`config.mk`:
```
export PLATFORM = sky130hd
export DESIGN_NAME = nan_pixel_frame_writer_flat
export DESIGN_NICKNAME = d
export VERILOG_FILES = /design/src/rtl/nan_pixel_frame_writer_if.sv /design/src/rtl/nan_pixel_frame_writer.sv /design/src/flat_wrapper.sv
export SDC_FILE = /design/constraint.sdc
export NUM_CORES = 1
export LEC_CHECK = 0
export CAP_MARGIN = 30
export CORE_MARGIN = 2
export CORE_UTILIZATION = 50
export DETAILED_ROUTE_END_ITERATION = 10
export PLACE_DENSITY_LB_ADDON = 0.3
export SLEW_MARGIN = 20
export SYNTH_ARGS = -nofsm -noshare
export SYNTH_HDL_FRONTEND = slang
export SYNTH_SLANG_ARGS = --single-unit
```
`constraint.sdc`:
```
create_clock -name SCLOCK -period 9.7 [get_ports SCLOCK]
set_input_delay 0.97 -clock SCLOCK [delete_from_list [all_inputs] [get_ports SCLOCK]]
set_output_delay 0.97 -clock SCLOCK [all_outputs]
set_load 0.02 [all_outputs]
```
`src/rtl/nan_pixel_frame_writer_if.sv`:
```
// Frame-memory write port: one {address, data} word per valid/ready transfer.
interface nan_pixel_frame_writer_if #(
    parameter int ADDR_WIDTH = 16
);
    logic [15:0]           WR_DATA;
    logic [ADDR_WIDTH-1:0] WR_ADDR;
    logic                  WR_VALID;
    logic                  WR_READY;

    modport master (
        output WR_DATA,
        output WR_ADDR,
        output WR_VALID,
        input  WR_READY
    );

    modport slave (
        input  WR_DATA,
        input  WR_ADDR,
        input  WR_VALID,
        output WR_READY
    );
endinterface

```
`src/rtl/nan_pixel_frame_writer.sv`:
```
// Packs pixel pairs of the deserializer stream into 16-bit words, addresses them
// into a ping-pong frame memory and drains them through a small word FIFO.
module nan_pixel_frame_writer #(
    parameter int C_ROWS     = 250,
    parameter int C_COLS     = 250,
    parameter int FIFO_DEPTH = 8,
    parameter int ADDR_WIDTH = 16
) (
    input  logic                     SCLOCK,
    input  logic                     RESET,
    input  logic                     FRAME_SYNC_START,
    input  logic                     DEC_RSYNC,
    input  logic [7:0]               PAR_DATA,
    input  logic                     PAR_DATA_EN,
    input  logic [7:0]               ROW_NUM,
    input  logic [7:0]               COL_NUM,
    nan_pixel_frame_writer_if.master wr,
    output logic                     FRAME_DONE,
    output logic                     FRAME_OK,
    output logic                     READ_BANK,
    output logic [7:0]               FRAME_CNT,
    output logic                     PIX_OVERFLOW
);
    localparam int HALF_COLS   = C_COLS / 2;
    localparam int TOTAL_WORDS = C_ROWS * C_COLS / 2;
    localparam int PW          = (FIFO_DEPTH > 1) ? $clog2(FIFO_DEPTH) : 1;
    localparam int CW          = PW + 1;
    localparam int IW          = ADDR_WIDTH - 1;
    localparam int EW          = ADDR_WIDTH + 16;

    typedef enum logic [1:0] {S_IDLE, S_ACTIVE, S_DRAIN} state_t;

    state_t        state_q, state_d;
    logic          sync_q, rsync_q;
    logic          err_q;
    logic          bank_q;
    logic          hold_valid_q;
    logic [7:0]    hold_col_q;
    logic [7:0]    hold_data_q;
    logic [14:0]   word_cnt_q;
    logic [EW-1:0] mem_q [FIFO_DEPTH];
    logic [PW-1:0] wr_ptr_q, rd_ptr_q, rd_ptr_d;
    logic [CW-1:0] count_q, count_d, avail;
    logic          valid_q, valid_d;
    logic [15:0]   data_q;
    logic [IW:0]   addr_q;
    logic          done_q, ok_q, read_bank_q, ovf_q;
    logic [7:0]    frame_cnt_q;

    logic          fs_rise, fs_fall, rs_rise;
    logic          start_frame, pix_take, check_end, drain_done;
    logic [31:0]   row_w, col_w;
    logic          row_ok, col_ok, last_pix;
    logic          pix_ok, push_req, pair_hit, pop, fifo_full, push, drop;
    logic          early_end, end_frame, err_set;
    logic [14:0]   word_cnt_inc;
    logic [IW-1:0] word_idx;
    logic [EW-1:0] head;

    assign fs_rise = FRAME_SYNC_START && !sync_q;
    assign fs_fall = !FRAME_SYNC_START && sync_q;
    assign rs_rise = DEC_RSYNC && !rsync_q;

    // ---------------------------------------------------------------- FSM
    always_ff @(posedge SCLOCK) begin
        if (RESET) begin
            state_q <= S_IDLE;
        end else begin
            state_q <= state_d;
        end
    end

    always_comb begin
        state_d = state_q;
        unique case (state_q)
            S_IDLE:   if (start_frame) state_d = S_ACTIVE;
            S_ACTIVE: if (end_frame)   state_d = S_DRAIN;
            S_DRAIN:  if (drain_done)  state_d = S_IDLE;
            default:  state_d = S_IDLE;
        endcase
    end

    always_comb begin
        start_frame = 1'b0;
        pix_take    = 1'b0;
        check_end   = 1'b0;
        drain_done  = 1'b0;
        unique case (state_q)
            S_IDLE:   start_frame = fs_rise;
            S_ACTIVE: begin
                pix_take  = PAR_DATA_EN;
                check_end = 1'b1;
            end
            S_DRAIN:  drain_done = (count_q == '0) && !valid_q;
            default:  ;
        endcase
    end

    // ------------------------------------------------------ pixel pairing
    assign row_w    = {24'd0, ROW_NUM};
    assign col_w    = {24'd0, COL_NUM};
    assign row_ok   = row_w < C_ROWS;
    assign col_ok   = col_w < C_COLS;
    assign last_pix = (row_w == C_ROWS - 1) && (col_w == C_COLS - 1);
    assign word_idx = IW'(row_w * HALF_COLS + (col_w >> 1));

    assign pix_ok    = pix_take && row_ok && col_ok;
    assign push_req  = pix_ok && COL_NUM[0];
    assign pair_hit  = hold_valid_q && (hold_col_q == COL_NUM - 8'd1);
    assign pop       = valid_q && wr.WR_READY;
    assign fifo_full = (count_q == CW'(FIFO_DEPTH));
    assign push      = push_req && (!fifo_full || pop);
    assign drop      = push_req && !push;

    assign word_cnt_inc = word_cnt_q + 15'(push);
    assign early_end    = check_end && (rs_rise || fs_fall);
    assign end_frame    = early_end || (push_req && last_pix);
    assign err_set      = (pix_take && !(row_ok && col_ok))
                        || (push_req && !pair_hit)
                        || drop
                        || (early_end && (word_cnt_inc != 15'(TOTAL_WORDS)));

    always_ff @(posedge SCLOCK) begin
        if (RESET) begin
            sync_q       <= 1'b0;
            rsync_q      <= 1'b0;
            err_q        <= 1'b0;
            hold_valid_q <= 1'b0;
            hold_col_q   <= '0;
            hold_data_q  <= '0;
            word_cnt_q   <= '0;
        end else begin
            sync_q  <= FRAME_SYNC_START;
            rsync_q <= DEC_RSYNC;
            if (start_frame) begin
                err_q        <= 1'b0;
                word_cnt_q   <= '0;
                hold_valid_q <= 1'b0;
            end else begin
                if (err_set) err_q <= 1'b1;
                word_cnt_q <= word_cnt_inc;
                if (pix_ok) begin
                    if (COL_NUM[0]) begin
                        hold_valid_q <= 1'b0;
                    end else begin
                        hold_valid_q <= 1'b1;
                        hold_col_q   <= COL_NUM;
                        hold_data_q  <= PAR_DATA;
                    end
                end
            end
        end
    end

    // -------------------------------------------------------- word FIFO
    // The write port shows the FIFO head through a register; words pushed this
    // cycle are never visible yet, so the head read never aliases the write.
    assign count_d  = count_q + CW'(push) - CW'(pop);
    assign avail    = count_q - CW'(pop);
    assign valid_d  = (avail != '0);
    assign rd_ptr_d = rd_ptr_q + PW'(pop);
    assign head     = mem_q[rd_ptr_d];

    always_ff @(posedge SCLOCK) begin
        if (push) begin
            mem_q[wr_ptr_q] <= {bank_q, word_idx, PAR_DATA,
                                pair_hit ? hold_data_q : 8'h00};
        end
    end

    always_ff @(posedge SCLOCK) begin
        if (RESET) begin
            wr_ptr_q <= '0;
            rd_ptr_q <= '0;
            count_q  <= '0;
            valid_q  <= 1'b0;
            data_q   <= '0;
            addr_q   <= '0;
            ovf_q    <= 1'b0;
        end else begin
            if (push) wr_ptr_q <= wr_ptr_q + PW'(1);
            rd_ptr_q <= rd_ptr_d;
            count_q  <= count_d;
            valid_q  <= valid_d;
            if (valid_d) begin
                addr_q <= head[EW-1:16];
                data_q <= head[15:0];
            end
            if (drop) ovf_q <= 1'b1;
        end
    end

    // ------------------------------------------------- frame completion
    always_ff @(posedge SCLOCK) begin
        if (RESET) begin
            done_q      <= 1'b0;
            ok_q        <= 1'b0;
            read_bank_q <= 1'b0;
            bank_q      <= 1'b0;
            frame_cnt_q <= '0;
        end else begin
            done_q <= drain_done;
            if (drain_done) begin
                ok_q        <= !err_q && (word_cnt_q == 15'(TOTAL_WORDS));
                read_bank_q <= bank_q;
                bank_q      <= !bank_q;
                frame_cnt_q <= frame_cnt_q + 8'd1;
            end
        end
    end

    assign wr.WR_DATA   = data_q;
    assign wr.WR_ADDR   = addr_q;
    assign wr.WR_VALID  = valid_q;
    assign FRAME_DONE   = done_q;
    assign FRAME_OK     = ok_q;
    assign READ_BANK    = read_bank_q;
    assign FRAME_CNT    = frame_cnt_q;
    assign PIX_OVERFLOW = ovf_q;
endmodule

```
`src/flat_wrapper.sv`:
```
// flat-port wrapper written by rule: the top's interface ports become plain ports
module nan_pixel_frame_writer_flat 
#(
    parameter int C_ROWS     = 250,
    parameter int C_COLS     = 250,
    parameter int FIFO_DEPTH = 8,
    parameter int ADDR_WIDTH = 16
)
  (SCLOCK, RESET, FRAME_SYNC_START, DEC_RSYNC, PAR_DATA, PAR_DATA_EN, ROW_NUM, COL_NUM, FRAME_DONE, FRAME_OK, READ_BANK, FRAME_CNT, PIX_OVERFLOW, wr_WR_DATA, wr_WR_ADDR, wr_WR_VALID, wr_WR_READY);
  nan_pixel_frame_writer_if #(.ADDR_WIDTH(ADDR_WIDTH)) wr_i ();
  input  logic SCLOCK;
  input  logic RESET;
  input  logic FRAME_SYNC_START;
  input  logic DEC_RSYNC;
  input  logic [7:0] PAR_DATA;
  input  logic PAR_DATA_EN;
  input  logic [7:0] ROW_NUM;
  input  logic [7:0] COL_NUM;
  output logic FRAME_DONE;
  output logic FRAME_OK;
  output logic READ_BANK;
  output logic [7:0] FRAME_CNT;
  output logic PIX_OVERFLOW;
  output wire logic [$bits(wr_i.WR_DATA)-1:0] wr_WR_DATA;
  output wire logic [$bits(wr_i.WR_ADDR)-1:0] wr_WR_ADDR;
  output wire logic [$bits(wr_i.WR_VALID)-1:0] wr_WR_VALID;
  input wire logic [$bits(wr_i.WR_READY)-1:0] wr_WR_READY;
  assign wr_WR_DATA = wr_i.WR_DATA;
  assign wr_WR_ADDR = wr_i.WR_ADDR;
  assign wr_WR_VALID = wr_i.WR_VALID;
  assign wr_i.WR_READY = wr_WR_READY;
  nan_pixel_frame_writer #(.C_ROWS(C_ROWS), .C_COLS(C_COLS), .FIFO_DEPTH(FIFO_DEPTH), .ADDR_WIDTH(ADDR_WIDTH)) u_core (.SCLOCK(SCLOCK), .RESET(RESET), .FRAME_SYNC_START(FRAME_SYNC_START), .DEC_RSYNC(DEC_RSYNC), .PAR_DATA(PAR_DATA), .PAR_DATA_EN(PAR_DATA_EN), .ROW_NUM(ROW_NUM), .COL_NUM(COL_NUM), .wr(wr_i), .FRAME_DONE(FRAME_DONE), .FRAME_OK(FRAME_OK), .READ_BANK(READ_BANK), .FRAME_CNT(FRAME_CNT), .PIX_OVERFLOW(PIX_OVERFLOW));
endmodule
```
# == After elaboration in Yosys (flattened, before gate mapping) ==
# Memories as Yosys holds them, arrays and structs flattened. A register that Yosys moved wholly into a read port is not among the register bits.
# Index checks and enable logic that the tools add are counted.
# classes
n_addsub,9
magnitude_cmp,2
mul,1
n_eq_ne,11
n_reduce_logical,41
n_bitwise,2
muxes,12
# ops
operator,count
$logic_and 1x1->1,19
$eq 8x8->1 const B,2
$lt 8x8->1 const B,2
$add 15x1->15,1
$add 15x7->15,1
$eq 15x15->1 const B,1
$mul 8x7->15 const B,1
$ne 15x15->1 const B,1
$logic_not 1->1,10
$add 8x1->8 const B,1
$eq 8x8->1,1
$mux 8,1
$sub 4x1->4,2
$sub 8x1->8 const B,1
$mux 1,7
$logic_or 1x1->1,6
$mux 2,3
$ne 2x1->1 const B,3
$pmux 2 s3,1
$reduce_and 3->1,2
$add 4x1->4,1
$eq 4x4->1 const B,1
$logic_not 4->1,1
$reduce_bool 4->1,1
other kinds (7),8
# totals
out_inout_bits,45
regBits,60
wordCells,97
ramBits,256
memories,1
inputBits,30
# mem_list
memory,words,width,rd,rd_clocked_by_memory_dff,wr,line,source
u_core.mem_q,8,32,1,1,1,nan_pixel_frame_writer.sv:41,logic [EW-1:0] mem_q [FIFO_DEPTH];

# == Logic depth before layout (Yosys ltp) ==
# depth
ltp_word,10
depth_mapped,15

# == Worst setup path after synthesis ==
# OpenSTA, ideal clock, no wires.
# synth_timing
path_type,input -> register
startpoint,in ROW_NUM[0]
endpoint,"mem u_core.mem_q[0][30] in the netlist's numbering, data pin"
arrival_time_ps,4805
path_slack_ps,4574
path_stages,13
path_cell_list,fa_1 xor2_1 ha_1 fa_1 inv_1 fa_1 inv_1 ha_1 inv_1 o21ai_1 a2111oi_4 nor2_1 o311ai_0
# synth_between
elab_chain_cells,2
# synth_rtl
element,line,source
"start, declared",flat_wrapper.sv:17,input logic [7:0] ROW_NUM;
$mul 8x7->15,nan_pixel_frame_writer.sv:105,assign word_idx = IW'(row_w * HALF_COLS + (col_w >> 1));
$add 15x7->15,nan_pixel_frame_writer.sv:105,
net u_core.word_idx[14],nan_pixel_frame_writer.sv:57,logic [IW-1:0] word_idx;
"end, declared",nan_pixel_frame_writer.sv:41,
# The timed path passes the listed nets, and every way through them passes these cells.

# == Final worst setup path ==
# layout_timing
startpoint,in ROW_NUM[1]
endpoint,"mem u_core.mem_q[2][28] in the netlist's numbering, data pin"
# Same word-level chain as after synthesis.

==> results by group <==
Status
  • Outcome: complete, no violations

Clock network
  • TritonCTS Sinks: 348
  • CTS tree: built
  • CTS Buf Count: 36
  • Htree depth: 2
  • # hold bufs at CTS: 0
  • CTS clk-pin slew, worst paths: 60 ps
  • Postcts setup bufs: 0
  • Worst-Skew Late Latency: 520 ps
  • Clock Path Buffers: 3
  • Root Driver: clkbuf_16
  • Cts repair resizes: 0

STA
  • Final Setup Violations: 0
  • Fin Setup TNS: 0 ps
  • Final Hold Fails: 0
  • Relative slew margins: 0.400
  • Max Slew Vio Count: 0
  • Max frequency: 183 MHz
  • RSZ-0062 raised after global routing: false
  • WHS: 460 ps
  • Worst Skew: 15.4 ps
  • Slew @ Worst Pin: ~900 ps
  • Final worst-path cycle share: 0.565
  • Fin crit period: about 5500 ps

Route
  • Drt total wl: 30.1 mm
  • Vias/cell: 5.54
  • Initial drt markers: 573
  • Drt first pass iters: 5
  • DR WL/cell: 19.4 um
  • Routed vias: 8601
  • Post-route ant nets: 0
  • Drt drc: 0

Logic synthesis
  • Synthesized flop and latch total: 348
  • Synth Warn #: 0
  • Sequential cell area fraction in the yosys report: 0.614
  • Async S/R FF share, synth: 0
  • Yosys cell types: 65
  • EDFF count, synth: about 260
  • Mapped Nets: 1165
  • Prevailing post-synth register cell: edfxtp_1
  • Avg Cell Area, Syn: 14.9 um2
  • Syn Std Cell Area: 15500 um2
  • Syn Inst Count: 1045

Layout
  • Fillers: 2374
  • Antenna Diode Count: 0
  • Ratio of cells with drive above 1 in the final layout: 0.137
  • Commonest non-fill, non-tap cell in the layout: edfxtp_1
  • Layout area overhead: 15.4%
  • Fin area: 17900 um2
  • Layout Nets: 1249
  • Fin util: 0.586
  • Most frequent cells in the layout: edfxtp_1, nor2_1, dfxtp_1, inv_1, clkdlybuf4s50_1

Floorplanning
  • Die X-Extent: 180 um
  • Ports: between 70 and 80
  • Initial Utilization: 0.508
  • Core footprint: 30600 um2
  • Rows: 64
  • Die footprint: 32500 um2
  • Die Y: between 150 and 200 um

Critical path
  • Setup crit start: ROW_NUM[1]
  • CP Cell Sequence: clkdlybuf4s50_1, inv_1, fa_1, fa_1, inv_1, fa_1, inv_1, fa_1, inv_1, ha_1, a2111oi_4, nor2_1, o311ai_1
  • CP max FO: 8
  • CP top delay family: adder cells
  • Critical path's largest stage delay: 790 ps
  • WP buf/inv: 5
  • Nature of the critical path endpoint: register
  • FF-to-FF Start: u_core.count_q[2]$_SDFF_PP0_
  • WP data required: 9880 ps
  • Max stage delay cell, worst path: o311ai_1
  • CP startpoint kind: input pin
  • Crit path kind: input pin to register
  • Worst EP arrival: ~5700 ps

Placement
  • I/O Buffers: 74
  • Placer congestion estimate: 0.834
  • DP HPWL: 18.4 mm
  • Placed cell area: 16800 um2

GRT
  • Global-route wire length before repair: about 48 mm
  • Met1 Use GR: 0.261
  • M3 GR Usage: 0.0271
  • GRT Max-Usage Layer: met2
  • Total grt overflow: 0
  • Tot GR Track Use: 0.187
  • Initial antenna violation count: 0
  • Largest net degree at the start of global routing: 66
  • Number of global-route vias before repair: about 8800
  • Met2 usage: 0.316

Pwr
  • Sequential power share: 0.404
  • Power Density: roughly 270 nW/um2
  • Switching pwr: 1460 uW
  • Worst VDD drop: approximately 160 uV
  • Int Pwr: between 3000 and 4000 uW
  • Leak Pwr: 0.00632 uW
  • Switch share: 0.307
  • Total power: 4770 uW
  • Clock network fraction of total power: 0.281
  • Logic pwr share: 0.316

Min path
  • Hold Path Class: register to register
  • Min-delay src: u_core.FRAME_OK$_SDFFE_PP0P_

Run
  • Max-Cap Viols: 0
## tightest hold or removal path, stage by stage (launching register included)
cell and delay, ps:
dfxtp_1 310, nand2_1 50, a21oi_1 50
## per-stage QoR
stage	cells	setup WS, ps
final	1552	4220
after global routing	1552	3950
after CTS	1552	4200
after detailed placement	1487	3680
after global placement	1485	3560
after floorplan	1045	4570
## cells in the mapped netlist, drive strengths merged (9+ instances only)
cell type	n	share of area
a211oi	35	0.017
a21oi	25	0.0083
and2	9	0.0036
buf	19	0.0068
clkbuf	24	0.0058
dfxtp	92	0.12
edfxtp	256	0.50
fa	27	0.035
ha	63	0.051
inv	75	0.018
mux2i	50	0.032
mux4	64	0.093
nand2	34	0.0084
nand2b	11	0.0044
nand3	16	0.0060
nor2	98	0.024
nor3	13	0.0042
nor4	9	0.0040
xnor2	22	0.012
xor2	22	0.012
## final timing paths
kind	depth (start not counted)	end	slack, ps
setup / recovery	13	u_core.mem_q[2][28]$_DFFE_PP_	4220
hold / removal	2	u_core.FRAME_OK$_SDFFE_PP0P_	460
setup reg to reg	12	u_core.err_q$_SDFFE_PP0P_	5600
hold reg to reg	2	u_core.FRAME_OK$_SDFFE_PP0P_	460
## cell families (layout without fill, tap and decap cells)
group | after synthesis | in the layout | synth area share
flip-flops | 348 | 348 | 0.614
AO/OA/AOI/OAI | 99 | 99 | 0.0453
buffers and inverters | 118 | 229 | 0.0308
adder cells (fa/ha/maj) | 90 | 90 | 0.0856
AND/OR/NAND/NOR | 230 | 230 | 0.0732
XOR/XNOR | 44 | 44 | 0.0248
multiplexers | 116 | 116 | 0.127
## layer usage
metal	vias up	wire length (um)
met5	-	0
met4	0	463
met2	199	14600
li1	4058	-
met3	38	1270
met1	4306	13700
## registers in the layout, summed over array words and instances, names as in the netlist, 2 cells and up
register / flops
u_core.mem_q: 256
u_core.wr.WR_ADDR: 16
u_core.wr.WR_DATA: 16
u_core.word_cnt_q: 15
u_core.FRAME_CNT: 8
u_core.hold_data_q: 8
u_core.hold_col_q: 7
u_core.count_q: 4
u_core.rd_ptr_q: 3
u_core.wr_ptr_q: 3
u_core.state_q: 2
## power by group through the flow
stage	Combinational, uW	Clock (uW)	Sequential [uW]
5_1_grt	1670	1420	1940
6_report	1510	1340	1930
3_5_place_dp	1520	0	1960
3_3_place_gp	1470	0	1960
2_1_floorplan	1010	0	2010
4_1_cts	1530	1360	1930
## area by class of cell
cell class | instances | area [um2] | area share
Clock inverter | 11 | 145 | 0.00810
Timing Repair Buffer | 89 | 865 | 0.0482
Inverter | 75 | 282 | 0.0157
Tap cell | 396 | 495 | 0.0276
Clock buffer | 54 | 998 | 0.0557
Multi-Input combinational cell | 579 | 5610 | 0.313
Sequential cell | 348 | 9530 | 0.532
No activity file was read; power rests on OpenSTA's default activity.
